### src/rtl/vga_controller.sv
// vga_controller: 640x480@60 pixel-timing generator and VGA output stage.
// Derives a 25 MHz pixel tick from the 50 MHz clock, scans h/v counters,
// exposes (x, y, pause) to the application mux, and registers its RGB
// result together with active-low syncs onto the VGA pins.
// Ports:
//   clk        system clock (50 MHz)
//   reset      asynchronous active-low reset
//   rgb_in     12-bit {R,G,B} from the application mux
//   x, y       current horizontal / vertical counters
//   pause      high while (x, y) is outside the visible area
//   frame_tick one-clk pulse on the last pixel tick of a frame
//   VGA_HS/VS  active-low syncs, aligned with VGA_R/G/B
module vga_controller #(
  parameter int unsigned H_DISPLAY = 640,
  parameter int unsigned H_FRONT   = 16,
  parameter int unsigned H_SYNC    = 96,
  parameter int unsigned H_BACK    = 48,
  parameter int unsigned V_DISPLAY = 480,
  parameter int unsigned V_FRONT   = 10,
  parameter int unsigned V_SYNC    = 2,
  parameter int unsigned V_BACK    = 33
) (
  input  logic        clk,
  input  logic        reset,
  input  logic [11:0] rgb_in,
  output logic [9:0]  x,
  output logic [9:0]  y,
  output logic        pause,
  output logic        frame_tick,
  output logic        VGA_HS,
  output logic        VGA_VS,
  output logic [3:0]  VGA_R,
  output logic [3:0]  VGA_G,
  output logic [3:0]  VGA_B
);

  localparam int unsigned CW      = 10;
  localparam int unsigned H_TOTAL = H_DISPLAY + H_FRONT + H_SYNC + H_BACK;
  localparam int unsigned V_TOTAL = V_DISPLAY + V_FRONT + V_SYNC + V_BACK;

  localparam logic [CW-1:0] H_LAST   = CW'(H_TOTAL - 1);
  localparam logic [CW-1:0] V_LAST   = CW'(V_TOTAL - 1);
  localparam logic [CW-1:0] H_VIS    = CW'(H_DISPLAY);
  localparam logic [CW-1:0] V_VIS    = CW'(V_DISPLAY);
  localparam logic [CW-1:0] HS_FIRST = CW'(H_DISPLAY + H_FRONT);
  localparam logic [CW-1:0] HS_LAST  = CW'(H_DISPLAY + H_FRONT + H_SYNC - 1);
  localparam logic [CW-1:0] VS_FIRST = CW'(V_DISPLAY + V_FRONT);
  localparam logic [CW-1:0] VS_LAST  = CW'(V_DISPLAY + V_FRONT + V_SYNC - 1);

  logic          phase_q;
  logic [CW-1:0] h_q, h_d;
  logic [CW-1:0] v_q, v_d;
  logic          hs_q, vs_q;
  logic [11:0]   rgb_q;

  logic          tick;
  logic          h_last, v_last;
  logic          video_on;
  logic          hsync_n, vsync_n;

  // Pixel-rate decode of the current counter state
  always_comb begin
    tick     = phase_q;
    h_last   = (h_q == H_LAST);
    v_last   = (v_q == V_LAST);
    video_on = (h_q < H_VIS) && (v_q < V_VIS);
    hsync_n  = !((h_q >= HS_FIRST) && (h_q <= HS_LAST));
    vsync_n  = !((v_q >= VS_FIRST) && (v_q <= VS_LAST));
  end

  // Counter next state: h wraps at end of line, v advances on that same tick
  always_comb begin
    h_d = h_q;
    v_d = v_q;
    if (tick) begin
      if (h_last) begin
        h_d = '0;
        v_d = v_last ? '0 : v_q + CW'(1);
      end else begin
        h_d = h_q + CW'(1);
      end
    end
  end

  // Phase, counters and output stage; pins lag the counters by one pixel
  always_ff @(posedge clk or negedge reset) begin
    if (!reset) begin
      phase_q <= 1'b0;
      h_q     <= '0;
      v_q     <= '0;
      hs_q    <= 1'b1;
      vs_q    <= 1'b1;
      rgb_q   <= '0;
    end else begin
      phase_q <= ~phase_q;
      h_q     <= h_d;
      v_q     <= v_d;
      if (tick) begin
        hs_q  <= hsync_n;
        vs_q  <= vsync_n;
        rgb_q <= video_on ? rgb_in : 12'h000;
      end
    end
  end

  assign x          = h_q;
  assign y          = v_q;
  assign pause      = !video_on;
  assign frame_tick = tick && h_last && v_last;
  assign VGA_HS     = hs_q;
  assign VGA_VS     = vs_q;
  assign VGA_R      = rgb_q[11:8];
  assign VGA_G      = rgb_q[7:4];
  assign VGA_B      = rgb_q[3:0];

endmodule

### config.mk
export PLATFORM = sky130hd
export DESIGN_NAME = vga_controller
export DESIGN_NICKNAME = d
export VERILOG_FILES = /design/src/rtl/vga_controller.sv
export SDC_FILE = /design/constraint.sdc
export NUM_CORES = 1
export LEC_CHECK = 0
export CORE_ASPECT_RATIO = 1.25
export CORE_MARGIN = 2
export CORE_UTILIZATION = 42
export DETAILED_ROUTE_END_ITERATION = 12
export GPL_ROUTABILITY_DRIVEN = 0
export HOLD_SLACK_MARGIN = 0.05
export PLACE_DENSITY = 0.84
export SLEW_MARGIN = 20
export SYNTH_ARGS = -nofsm -noshare
export SYNTH_HDL_FRONTEND = slang
export SYNTH_SLANG_ARGS = --single-unit
### constraint.sdc
create_clock -name clk -period 1.7 [get_ports clk]
set_input_delay 0.17 -clock clk [delete_from_list [all_inputs] [get_ports clk]]
set_output_delay 0.17 -clock clk [all_outputs]
set_load 0.02 [all_outputs]
==> impl_summary.txt, run 1 <==
----------------------------------------------------
[Status]
  Run status ... complete, but fails checks
  Violated checks ... negative setup slack

[CTS]
  Worst-skew pair later-pin latency ... 0.29 ns
  Longest Clk Path Bufs ... 2
  Number of clock sinks ... 35
  CTS Hold Buffers Added ... 0
  Master cell of the clock root buffer ... clkbuf_8
  CTS tree ... yes
  H-Tree Depth ... 2
  Clock buffers created by TritonCTS ... 5
  Clock transition at path regs ... 0.07 ns

[Die]
  Horizontal die dimension ... 60.6 µm
  Site Rows ... 25
  Total Die Area ... 4530 µm²
  I/O pin cnt ... 50
  Core outline area ... 3820 µm²
  Effective utilization at floorplan ... 44.1%
  Die H ... 74.8 µm

[Cells and area]
  Synthesis-to-layout area growth ... 64.2%
  Net total in the final layout ... 276
  Number of fill cells ... 263
  Fraction of final layout cells with drive strength greater than 1 ... 27.8%
  Design Area, Final ... 2760 µm²
  Antenna cell count ... 0

[STA]
  Final worst slack ... -0.0697 ns
  Share of the clock period used by the worst path ... 104%
  Maximum clock frequency ... 565 MHz
  Relative max-transition margin ... 71.1%
  RSZ-0062 raised after global routing ... true
  Setup violation total in the final timing report ... 8
  Final count of hold timing violations ... 0
  Final critical-path required period ... 1.77 ns
  Fin. max-slew vios ... 0
  Worst Tran Pin Value ... 0.430 ns
  Final setup skew ... 0.00727 ns

[Worst setup path]
  Sequence of cells on the critical path ... buf_4 -> nor4b_4 -> buf_4 -> nand4_1 -> or3_1 -> a21oi_1
  Critical path capture point type ... flip-flop
  Kind of critical path ... flip-flop to flip-flop
  Required time of the worst setup path ... 1.92 ns
  Max stage delay cell, worst path ... dfrtp_2
  Crit path largest cell delay ... 0.42 ns
  Top cell by count, worst path ... buf_4
  Data arrival time of the critical path ... 1.99 ns
  Startpoint type of the worst setup path ... flip-flop
  Worst reg2reg setup slack ... -0.07 ns
  Maximum fanout count along the critical path ... 4

[Drt]
  Post-Route WL ... 4840 µm
  Vias after detailed routing ... 1,680
  Number of nets with antenna violations after routing ... 0
  Initial drt markers ... 61
  Average wire per cell in the routed design ... 15.5 µm
  Routed via count divided by cell count ... 5.37
  Drt first pass iters ... 4
  Detailed-route DRC error count ... 0

[Yosys]
  Area of the mapped netlist ... 1680 µm²
  Mapped Cells ... 163
  Synthesized flop and latch total ... 35
  Synthesis Warnings ... 0
  Post-Syn Area per Cell ... 10.3 µm²
  Sequential area share after synthesis ... 52.2%
  Number of nets produced by synthesis ... 181
  Number of distinct library cell variants in the gate-level netlist after synthesis ... 34

[GRT]
  Wire length of the first global-routing pass ... 7570 µm
  Number of global-route vias before repair ... 1,646
  Pin count of the biggest net entering global routing ... 29
  Met2 Resource Use GR ... 37.5%
  Met1 usage in global routing ... 27.0%
  GR Overflow Total ... 0
  GR met3 Demand/Resource ... 6.36%
  Global-route usage over all layers ... 22.7%
  GR peak layer ... met2
  Number of antenna violations at the first check in global routing ... 0

[Power and ir drop]
  Total leakage power ... 1.30 nW
  Power density over cell area ... 633 nW/µm²
  Final total power ... 1.75 mW
  Worst supply voltage drop on vdd ... 0.000511 V

[Flow run]
  Max cap viols ... 0

[Placed design]
  Count of input and output buffers ... 49
  DP Area ... 2490 µm²
  DP Wirelength ... 3090 µm
  Worst slack after detailed placement ... -0.199 ns

[Worst hold path]
  Hold Path Class ... input port to asynchronous set/reset pin

----------------------------------------------------
flip-flops by register name, indices dropped and copies added, names as in the netlist:
register	count
VGA_HS	1
VGA_VS	1
phase_q	1
rgb_q	12
x	10
y	10
final timing paths:
path                                    startpoint              endpoint  cells after the start
worst max-delay path              x[5]$_DFFE_PN0P_      y[4]$_DFFE_PN0P_                      6
worst min-delay path                         reset  rgb_q[4]$_DFFE_PN0P_                      1
worst max register to register    x[5]$_DFFE_PN0P_      y[4]$_DFFE_PN0P_                      6
worst min register to register  VGA_VS$_DFFE_PN1P_    VGA_VS$_DFFE_PN1P_                      2
max in group asynchronous                    reset    VGA_HS$_DFFE_PN1P_                      2
min in group clk                         rgb_in[1]  rgb_q[1]$_DFFE_PN0P_                      3
power breakdown:
group          internal [mW]  switching, mW  leakage (nW)  total, mW
Combinational         0.0610         0.0533         0.805      0.114
Clock                  0.474          0.305        0.0612      0.779
Sequential             0.847        0.00794         0.437      0.855
stage by stage:
step                      util (%)  instances  hold WS [ns]  TNS (ns)
after floorplan                  -        163        -0.126    -0.178
after global placement        65.1        294         0.451    -0.264
after detailed placement      65.1        294         0.451    -0.586
after CTS                     70.7        308         0.164   -0.0346
after global routing          72.4        313         0.180    -0.817
final                         72.4        313         0.161    -0.284
what timing repair did:
action / in CTS / in global routing
setup buffers: 6 / 5
resized for setup: 16 / 10
pin swaps: 7 / 8
setup endpoints to repair: 8 / 13
synth_stat cells:
cell type	instances	share of area (%)
clkbuf_1	5	1.1
o22ai_1	1	0.37
nor3_1	4	1.2
dfrtp_1	33	49
inv_1	7	1.6
xor2_1	6	3.1
and3_1	3	1.1
or4b_4	1	0.82
buf_6	1	0.67
nand2_1	23	5.1
buf_2	1	0.30
o21ai_1	4	1.2
and2_1	2	0.74
nor4b_2	1	0.89
xnor2_1	7	3.6
nor4_2	1	0.74
dfstp_2	2	3.1
nor4_1	1	0.37
ha_1	4	3.0
or4_1	2	0.89
a21oi_1	4	1.2
or3_1	1	0.37
o21ai_0	4	1.2
mux2i_1	1	0.59
nand4_1	8	3.0
nand3_1	7	2.1
nand3b_1	1	0.45
o2bb2ai_1	12	6.2
nor3_4	1	0.97
nor4b_1	1	0.52
nor3b_1	1	0.45
and4_1	2	1.0
nor2_1	9	2.0
o31ai_1	2	0.89
cells by family (layout without fill, tap and decap cells):
kind of cell             Yosys count  count (layout)  synth area share (%)
flip-flops                        35              35                  52.2
adder cells (fa/ha/maj)            4               4                  2.97
AO/OA/AOI/OAI                     27              27                  11.1
XOR/XNOR                          13              13                  6.77
AND/OR/NAND/NOR                   69              69                  22.8
buffers and inverters             14             110                  3.64
multiplexers                       1               1                 0.595
critical path, delay by kind of cell, from the launching register on:
family / cells / cell delay, ns
and+or+nand+nor: 3 / 0.79
buffers and inverters: 2 / 0.32
AOI/OAI and AO/OA: 1 / 0.15
DFF: 1 / 0.42
cell usage in the layout, fill, tap and decap left out, drive strengths merged, types with 2 or more instances in the layout:
| master | instances |
|---|---|
| a21oi | 4 |
| and2 | 2 |
| and3 | 3 |
| and4 | 2 |
| buf | 47 |
| clkbuf | 7 |
| clkdlybuf4s50 | 46 |
| dfrtp | 33 |
| dfstp | 2 |
| ha | 4 |
| inv | 7 |
| nand2 | 23 |
| nand3 | 7 |
| nand4 | 8 |
| nor2 | 9 |
| nor3 | 5 |
| nor4 | 2 |
| nor4b | 2 |
| o21ai | 8 |
| o2bb2ai | 12 |
| o31ai | 2 |
| or4 | 2 |
| xnor2 | 7 |
| xor2 | 6 |
routing by layer:
| metal | vias up | wire length [µm] |
|---|---|---|
| li1 | 772 | - |
| met5 | - | 0 |
| met3 | 16 | 203 |
| met2 | 58 | 2590 |
| met4 | 0 | 142 |
| met1 | 834 | 1900 |
cell type report:
| class | instances | area, µm² | area share [%] |
|---|---|---|---|
| Clock buffer | 6 | 82.6 | 2.99 |
| Clock inverter | 2 | 35.0 | 1.27 |
| Inverter | 7 | 26.3 | 0.951 |
| Multi-Input combinational cell | 114 | 810 | 29.3 |
| Sequential cell | 35 | 881 | 31.9 |
| Tap cell | 54 | 67.6 | 2.44 |
| Timing Repair Buffer | 95 | 862 | 31.2 |
Power figures use the tool's default switching activity.
==> run 2, diff against run 1 <==
Settings changed: CORE_UTILIZATION 42 to 46, PLACE_DENSITY 0.84 to 0.87.
Clock period 1.7 ns to 1.8 ns, I/O delays scaled along.
==> run 2 against run 1 <==
  * The flow now finishes without violations
  * Register-to-register slack better by 0.12 ns
  * Non-clock buffer count decreased by 15
  * Worst hold slack better by 0.13 ns
  * Maximum frequency rose by 1.1%
  * Largest cell class unchanged
  * Highest routed layer unchanged
==> impl_summary.txt, run 2 (synthesis gave the netlist of run 1 again) <==
----------------------------------------------------
[Status]
  Run status ... finished clean

[Cells and area]
  Antenna cell count ... 0 (unchanged)
  Synthesis-to-layout area growth ... 54.3%
  Most common cell after layout, fill and taps aside ... clkdlybuf4s50_1
  Fraction of final layout cells with drive strength greater than 1 ... 24.2% (-3.6 points)
  Largest register FFs ... 12 (unchanged)
  Design Area, Final ... 2600 µm² (-6.1%)
  Highest-count cells in the layout ignoring fill and taps ... clkdlybuf4s50_1 (47), dfrtp_1 (31), buf_4 (29), nand2_1 (22), o2bb2ai_1 (12)
  Register name with the most flops ... rgb_q
  Number of fill cells ... 245 (-6.8%)
  Net total in the final layout ... 261 (-5.4%)

[STA]
  Final worst hold slack ... 0.291 ns (+0.131 ns)
  Setup violation total in the final timing report ... 0 (-8)
  Share of the clock period used by the worst path ... 97.2% (-6.9 points)
  Maximum clock frequency ... 571 MHz (+1.1%)
  Final setup skew ... 0.00483 ns (-0.00245 ns)
  RSZ-0062 raised after global routing ... true
  Relative max-transition margin ... 70.8% (-0.28 points)
  Final count of hold timing violations ... 0 (unchanged)
  Fin. max-slew vios ... 0 (unchanged)
  Total Neg Setup Slack ... 0 ns (+0.284 ns)
  Final critical-path required period ... 1.75 ns (-0.0198 ns)
  Worst Tran Pin Value ... 0.438 ns (+0.00811 ns)

[Die]
  Effective utilization at floorplan ... 48.3% (+4.2 points)
  I/O pin cnt ... 50 (unchanged)
  Horizontal die dimension ... 58.1 µm (-4.1%)
  Total Die Area ... 4160 µm² (-8.2%)
  Core outline area ... 3480 µm² (-8.7%)
  Site Rows ... 24 (-4.0%)
  Die H ... 71.6 µm (-4.2%)

[Worst setup path]
  Maximum fanout count along the critical path ... 8 (+4)
  Data arrival time of the critical path ... 1.92 ns (-0.07 ns)
  Crit path largest cell delay ... 0.59 ns (+0.17 ns)
  Required time of the worst setup path ... 1.97 ns (+0.05 ns)
  Depth of the most critical reg-to-reg path ... 4 (-2)
  Cell family with most CP delay ... simple AND/OR/NAND/NOR gates
  Critical path capture point type ... flip-flop
  Max stage delay cell, worst path ... or4b_4
  Depth of the critical timing path with buffers and inverters included ... 4 (-2)
  Startpoint type of the worst setup path ... flip-flop
  Sequence of cells on the critical path ... buf_4 -> or4b_4 -> o31ai_2 -> o22ai_1
  Kind of critical path ... flip-flop to flip-flop
  Worst path bufs/invs ... 1 (-1)

[GRT]
  GR Overflow Total ... 0 (unchanged)
  Number of global-route vias before repair ... 1,577 (-4.2%)
  Number of antenna violations at the first check in global routing ... 0 (unchanged)
  Pin count of the biggest net entering global routing ... 36 (+24%)
  Wire length of the first global-routing pass ... 7180 µm (-5.2%)
  Global-route usage over all layers ... 23.0% (+0.36 points)

[Drt]
  Average wire per cell in the routed design ... 15.4 µm (-0.60%)
  Detailed-route DRC error count ... 0 (unchanged)
  Initial drt markers ... 53 (-13%)
  Number of nets with antenna violations after routing ... 0 (unchanged)
  Vias after detailed routing ... 1,552 (-7.6%)
  Drt first pass iters ... 4 (unchanged)
  Post-Route WL ... 4350 µm (-10%)
  Routed via count divided by cell count ... 5.48 (+2.2%)

[Power and ir drop]
  Power density over cell area ... 588 nW/µm² (-7.1%)
  Worst supply voltage drop on vdd ... 0.000824 V (+61%)
  Switching power ... 0.359 mW (-2.0%)
  Seq pwr share ... 53.0% (+4.1 points)
  Total leakage power ... 1.19 nW (-8.7%)
  Switching Fraction ... 23.5% (+2.6 points)
  Internal portion of total power ... 1.17 mW (-16%)
  Power share of the combinational group ... 6.8% (+0.3 points)
  Part of the total power dissipated in the clock network ... 40.2% (-4.4 points)
  Final total power ... 1.53 mW (-13%)

[CTS]
  Worst-skew pair later-pin latency ... 0.30 ns (about the same)
  CTS tree ... yes
  Longest Clk Path Bufs ... 2 (unchanged)
  Master cell of the clock root buffer ... clkbuf_8
  Number of clock sinks ... 35 (unchanged)
  Clock buffers created by TritonCTS ... 5 (unchanged)
  CTS Hold Buffers Added ... 0 (unchanged)
  Clock transition at path regs ... 0.07 ns (about the same)
  H-Tree Depth ... 2 (unchanged)

[Placed design]
  DP Wirelength ... 3010 µm (-2.7%)
  DP Area ... 2410 µm² (-2.9%)
  Count of input and output buffers ... 49 (unchanged)

[Worst hold path]
  Hold Path Class ... input port to asynchronous set/reset pin

[Flow run]
  Max cap viols ... 0 (unchanged)

----------------------------------------------------
[run 2: timing repair]
action | 4_1_cts | 5_1_grt
pin swaps | 0 | 5
endpoints found under the setup margin | 2 | 9
buffers inserted | 0 | 1
hold endpoints to repair | 0 | 0
resized for setup | 7 | 16
[run 2: per-stage QoR]
step           util [%]  worst slack [ns]  instances
2_1_floorplan         -           0.00496        163
3_3_place_gp       69.3           -0.0657        274
3_5_place_dp       69.3            -0.181        274
4_1_cts            72.2           0.00374        282
5_1_grt            74.5           -0.0354        283
6_report           74.5            0.0501        283
[run 2: final timing paths]
| path | slack, ns | from | endpoint |
|---|---|---|---|
| min reg2reg | 0.47 | VGA_VS$_DFFE_PN1P_ | VGA_VS$_DFFE_PN1P_ |
| min | 0.29 | reset | rgb_q[7]$_DFFE_PN0P_ |
| max in group asynchronous | 1.16 | reset | VGA_HS$_DFFE_PN1P_ |
| max | 0.05 | x[6]$_DFFE_PN0P_ | x[1]$_DFFE_PN0P_ |
| max reg2reg | 0.05 | x[6]$_DFFE_PN0P_ | x[1]$_DFFE_PN0P_ |
| min in group clk | 0.42 | rgb_in[9] | rgb_q[9]$_DFFE_PN0P_ |
[run 2: power by group through the flow]
stage	Clock [mW]	Combinational [mW]	Sequential, mW
after global routing	0.665	0.113	0.809
final	0.613	0.104	0.808
after floorplan	0	0.0114	0.840
after global placement	0	0.103	0.823
after CTS	0.635	0.106	0.808
after detailed placement	0	0.105	0.822
[run 2: final cells by class]
cell class / instances / area (µm²) / share of cell area [%]
multi-input combinational: 114 / 806 / 31.0
clock buffer: 6 / 82.6 / 3.18
clock inverter: 2 / 16.3 / 0.627
tap: 39 / 48.8 / 1.88
timing repair buffer: 80 / 736 / 28.3
inverter: 7 / 26.3 / 1.01
sequential: 35 / 881 / 33.9
[run 2: worst reg2reg max path, cell delays in order (launching register included)]
cell,delay [ns]
dfrtp_2,0.41
buf_4,0.16
or4b_4,0.59
o31ai_2,0.34
o22ai_1,0.13
[run 2: layer usage]
layer,part of all wire [%],global-route usage [%],wire length (µm),vias to the layer above
met4,3.0,9.82,130,0
met2,51,38.0,2210,58
met1,41,28.8,1780,741
met3,5.2,5.42,226,15
li1,-,-,-,738
met5,0,0,0,-
==> run 3, diff against run 2 <==
Settings changed: CORE_ASPECT_RATIO 1.25 to 1.1, SLEW_MARGIN 20 to default.
==> run 3 against run 2 <==
  * Critical path type unchanged
  * Via count rose by 0.26%
  * Routed wire length increased by 0.78%
  * Core utilization down 0.69 points
  * Clock power grew 37%
  * Total power increased by 15%
  * Sequential share of layout area shrank 0.50 points
  * Cell area rose by 1.5%
  * Flip-flop and latch count is the same
  * Maximum frequency down 1.8%
  * Worst hold slack worse by 0.079 ns
==> impl_summary.txt, run 3 (synthesis gave the netlist of run 1 again) <==
----------------------------------------------------
[Status]
  Run status ... finished clean

[Drt]
  Met1 wire length ... 1720 µm (-3.0%)
  Vias after detailed routing ... 1,556 (+0.26%)
  Detailed-route DRC error count ... 0 (unchanged)
  Post-Route WL ... 4380 µm (+0.78%)
  Highest routed layer ... met4
  Routed wire length on met3 ... 266 µm (+18%)
  Average wire per cell in the routed design ... 14.8 µm (-3.6%)
  Drt first pass iters ... 4 (unchanged)
  Initial drt markers ... 55 (+3.8%)
  Number of nets with antenna violations after routing ... 0 (unchanged)
  Routed via count divided by cell count ... 5.26 (-4.1%)
  Amount of wire on met2 after detailed routing ... 2310 µm (+4.5%)

[Worst setup path]
  Startpoint type of the worst setup path ... flip-flop
  Maximum fanout count along the critical path ... 8 (unchanged)
  Data arrival time of the critical path ... 1.97 ns (+0.05 ns)
  Kind of critical path ... flip-flop to flip-flop
  Critical Path Start ... x[6]$_DFFE_PN0P_
  Crit path capture ... y[3]$_DFFE_PN0P_
  Critical path capture point type ... flip-flop
  Required time of the worst setup path ... 1.99 ns (+0.02 ns)
  Worst reg2reg setup slack ... 0.02 ns (-0.03 ns)
  Sequence of cells on the critical path ... buf_6 -> or4b_4 -> nor4_4 -> xnor2_1 -> nor2_1
  Crit path largest cell delay ... 0.60 ns (about the same)
  Critical R2R Launch ... x[6]$_DFFE_PN0P_
  Reg-to-Reg End ... y[3]$_DFFE_PN0P_
  Depth of the most critical reg-to-reg path ... 5 (+1)
  Max stage delay cell, worst path ... or4b_4

[CTS]
  Number of clock sinks ... 35 (unchanged)
  Worst-skew pair later-pin latency ... 0.30 ns (about the same)
  Clock buffers created by TritonCTS ... 5 (unchanged)
  Master cell of the clock root buffer ... clkbuf_8
  Longest Clk Path Bufs ... 2 (unchanged)
  CTS tree ... yes
  Clock transition at path regs ... 0.07 ns (about the same)
  CTS Hold Buffers Added ... 0 (unchanged)
  H-Tree Depth ... 2 (unchanged)

[STA]
  Maximum clock frequency ... 561 MHz (-1.8%)
  Final setup skew ... 0.00615 ns (+0.00133 ns)
  Total Neg Setup Slack ... 0 ns (unchanged)
  RSZ-0062 raised after global routing ... true
  Share of the clock period used by the worst path ... 99.0% (+1.8 points)
  Final worst slack ... 0.0175 ns (-0.0326 ns)
  Fin. max-slew vios ... 0 (unchanged)
  Final critical-path required period ... 1.78 ns (+0.0326 ns)
  Worst Tran Pin Value ... 0.385 ns (-0.0530 ns)
  Final count of hold timing violations ... 0 (unchanged)
  Relative max-transition margin ... 74.3% (+3.5 points)
  Setup violation total in the final timing report ... 0 (unchanged)

[Cells and area]
  Most common cell after layout, fill and taps aside ... clkdlybuf4s50_1
  Synthesis-to-layout area growth ... 56.6%
  Antenna cell count ... 0 (unchanged)
  Highest-count cells in the layout ignoring fill and taps ... clkdlybuf4s50_1 (47), dfrtp_1 (31), buf_4 (31), nand2_1 (23), o2bb2ai_1 (12)
  Register name with the most flops ... rgb_q
  Fraction of final layout cells with drive strength greater than 1 ... 21.5% (-2.6 points)
  Largest register FFs ... 12 (unchanged)
  Net total in the final layout ... 263 (+0.77%)

[GRT]
  Pin count of the biggest net entering global routing ... 24 (-33%)
  Wire length of the first global-routing pass ... 7110 µm (-0.88%)
  GR Overflow Total ... 0 (unchanged)
  Number of global-route vias before repair ... 1,568 (-0.57%)
  Number of antenna violations at the first check in global routing ... 0 (unchanged)
  Global-route usage over all layers ... 23.9% (+0.85 points)

[Die]
  Horizontal die dimension ... 61.7 µm (+6.1%)
  Total Die Area ... 4160 µm² (about the same)
  Effective utilization at floorplan ... 47.2% (-1.2 points)
  Core outline area ... 3570 µm² (+2.4%)
  I/O pin cnt ... 50 (unchanged)
  Site Rows ... 23 (-4.2%)
  Die H ... 67.4 µm (-5.8%)

[Power and ir drop]
  Total leakage power ... 1.20 nW (+1.0%)
  Worst supply voltage drop on vdd ... 0.000555 V (-33%)
  Power density over cell area ... 664 nW/µm² (+13%)

[Placed design]
  Worst slack after detailed placement ... -0.236 ns (-0.0548 ns)
  DP Wirelength ... 3150 µm (+4.8%)
  Count of input and output buffers ... 49 (unchanged)

[Flow run]
  Max cap viols ... 0 (unchanged)

[Worst hold path]
  Hold Path Class ... input port to asynchronous set/reset pin

----------------------------------------------------
[run 3: area by class of cell]
class,instances,area (µm²)
Fill cell,279,933
Clock inverter,2,60.1
Inverter,7,26.3
Multi-Input combinational cell,114,787
Timing Repair Buffer,82,746
Tap cell,50,62.6
Sequential cell,35,881
Clock buffer,6,72.6
[run 3: repair_timing]
| action | in CTS | in global routing |
|---|---|---|
| gates resized for setup | 9 | 8 |
| endpoints found under the setup margin | 3 | 7 |
| buffers inserted | 0 | 1 |
| pin swaps | 0 | 6 |
[run 3: per-layer routing]
| layer | global-route usage (%) | vias to the layer above |
|---|---|---|
| met4 | 9.31 | 0 |
| met5 | 0 | - |
| met2 | 39.7 | 51 |
| met3 | 5.75 | 8 |
| li1 | - | 742 |
| met1 | 29.6 | 755 |
[run 3: critical path: cells and delay by family, from the launching register on]
kind,cells,cell delay [ns]
xor gates and xnor gates,1,0.15
and+or+nand+nor,3,0.95
DFF,1,0.43
buffers and inverters,1,0.14
[run 3: worst min-delay path by stage]
stage | from | to | slack [ns] | depth (start not counted)
detailed placement | VGA_VS$_DFFE_PN1P_ | VGA_VS$_DFFE_PN1P_ | 0.47 | 2
finish | reset | x[9]$_DFFE_PN0P_ | 0.21 | 2
floorplan | reset | phase_q$_DFF_PN0_ | -0.12 | 0
CTS | reset | rgb_q[10]$_DFFE_PN0P_ | 0.22 | 2
global route | reset | rgb_q[10]$_DFFE_PN0P_ | 0.24 | 2
global placement | VGA_VS$_DFFE_PN1P_ | VGA_VS$_DFFE_PN1P_ | 0.46 | 2
[run 3: power breakdown]
group | internal [mW] | switching [mW] | total (mW)
combinational | 0.0561 | 0.0489 | 0.105
sequential | 0.800 | 0.00826 | 0.809
clock | 0.553 | 0.284 | 0.837
total | 1.41 | 0.341 | 1.75
[run 3: stage by stage]
step	hold slack, ns	cells	power (mW)	instance area (µm²)	util, %
6_report	0.213	296	1.75	2640	73.8
2_1_floorplan	-0.116	163	0.851	1690	-
4_1_cts	0.217	295	1.76	2590	72.5
3_5_place_dp	0.468	287	0.929	2440	68.5
5_1_grt	0.239	296	1.80	2640	73.8
3_3_place_gp	0.455	287	0.927	2440	68.5
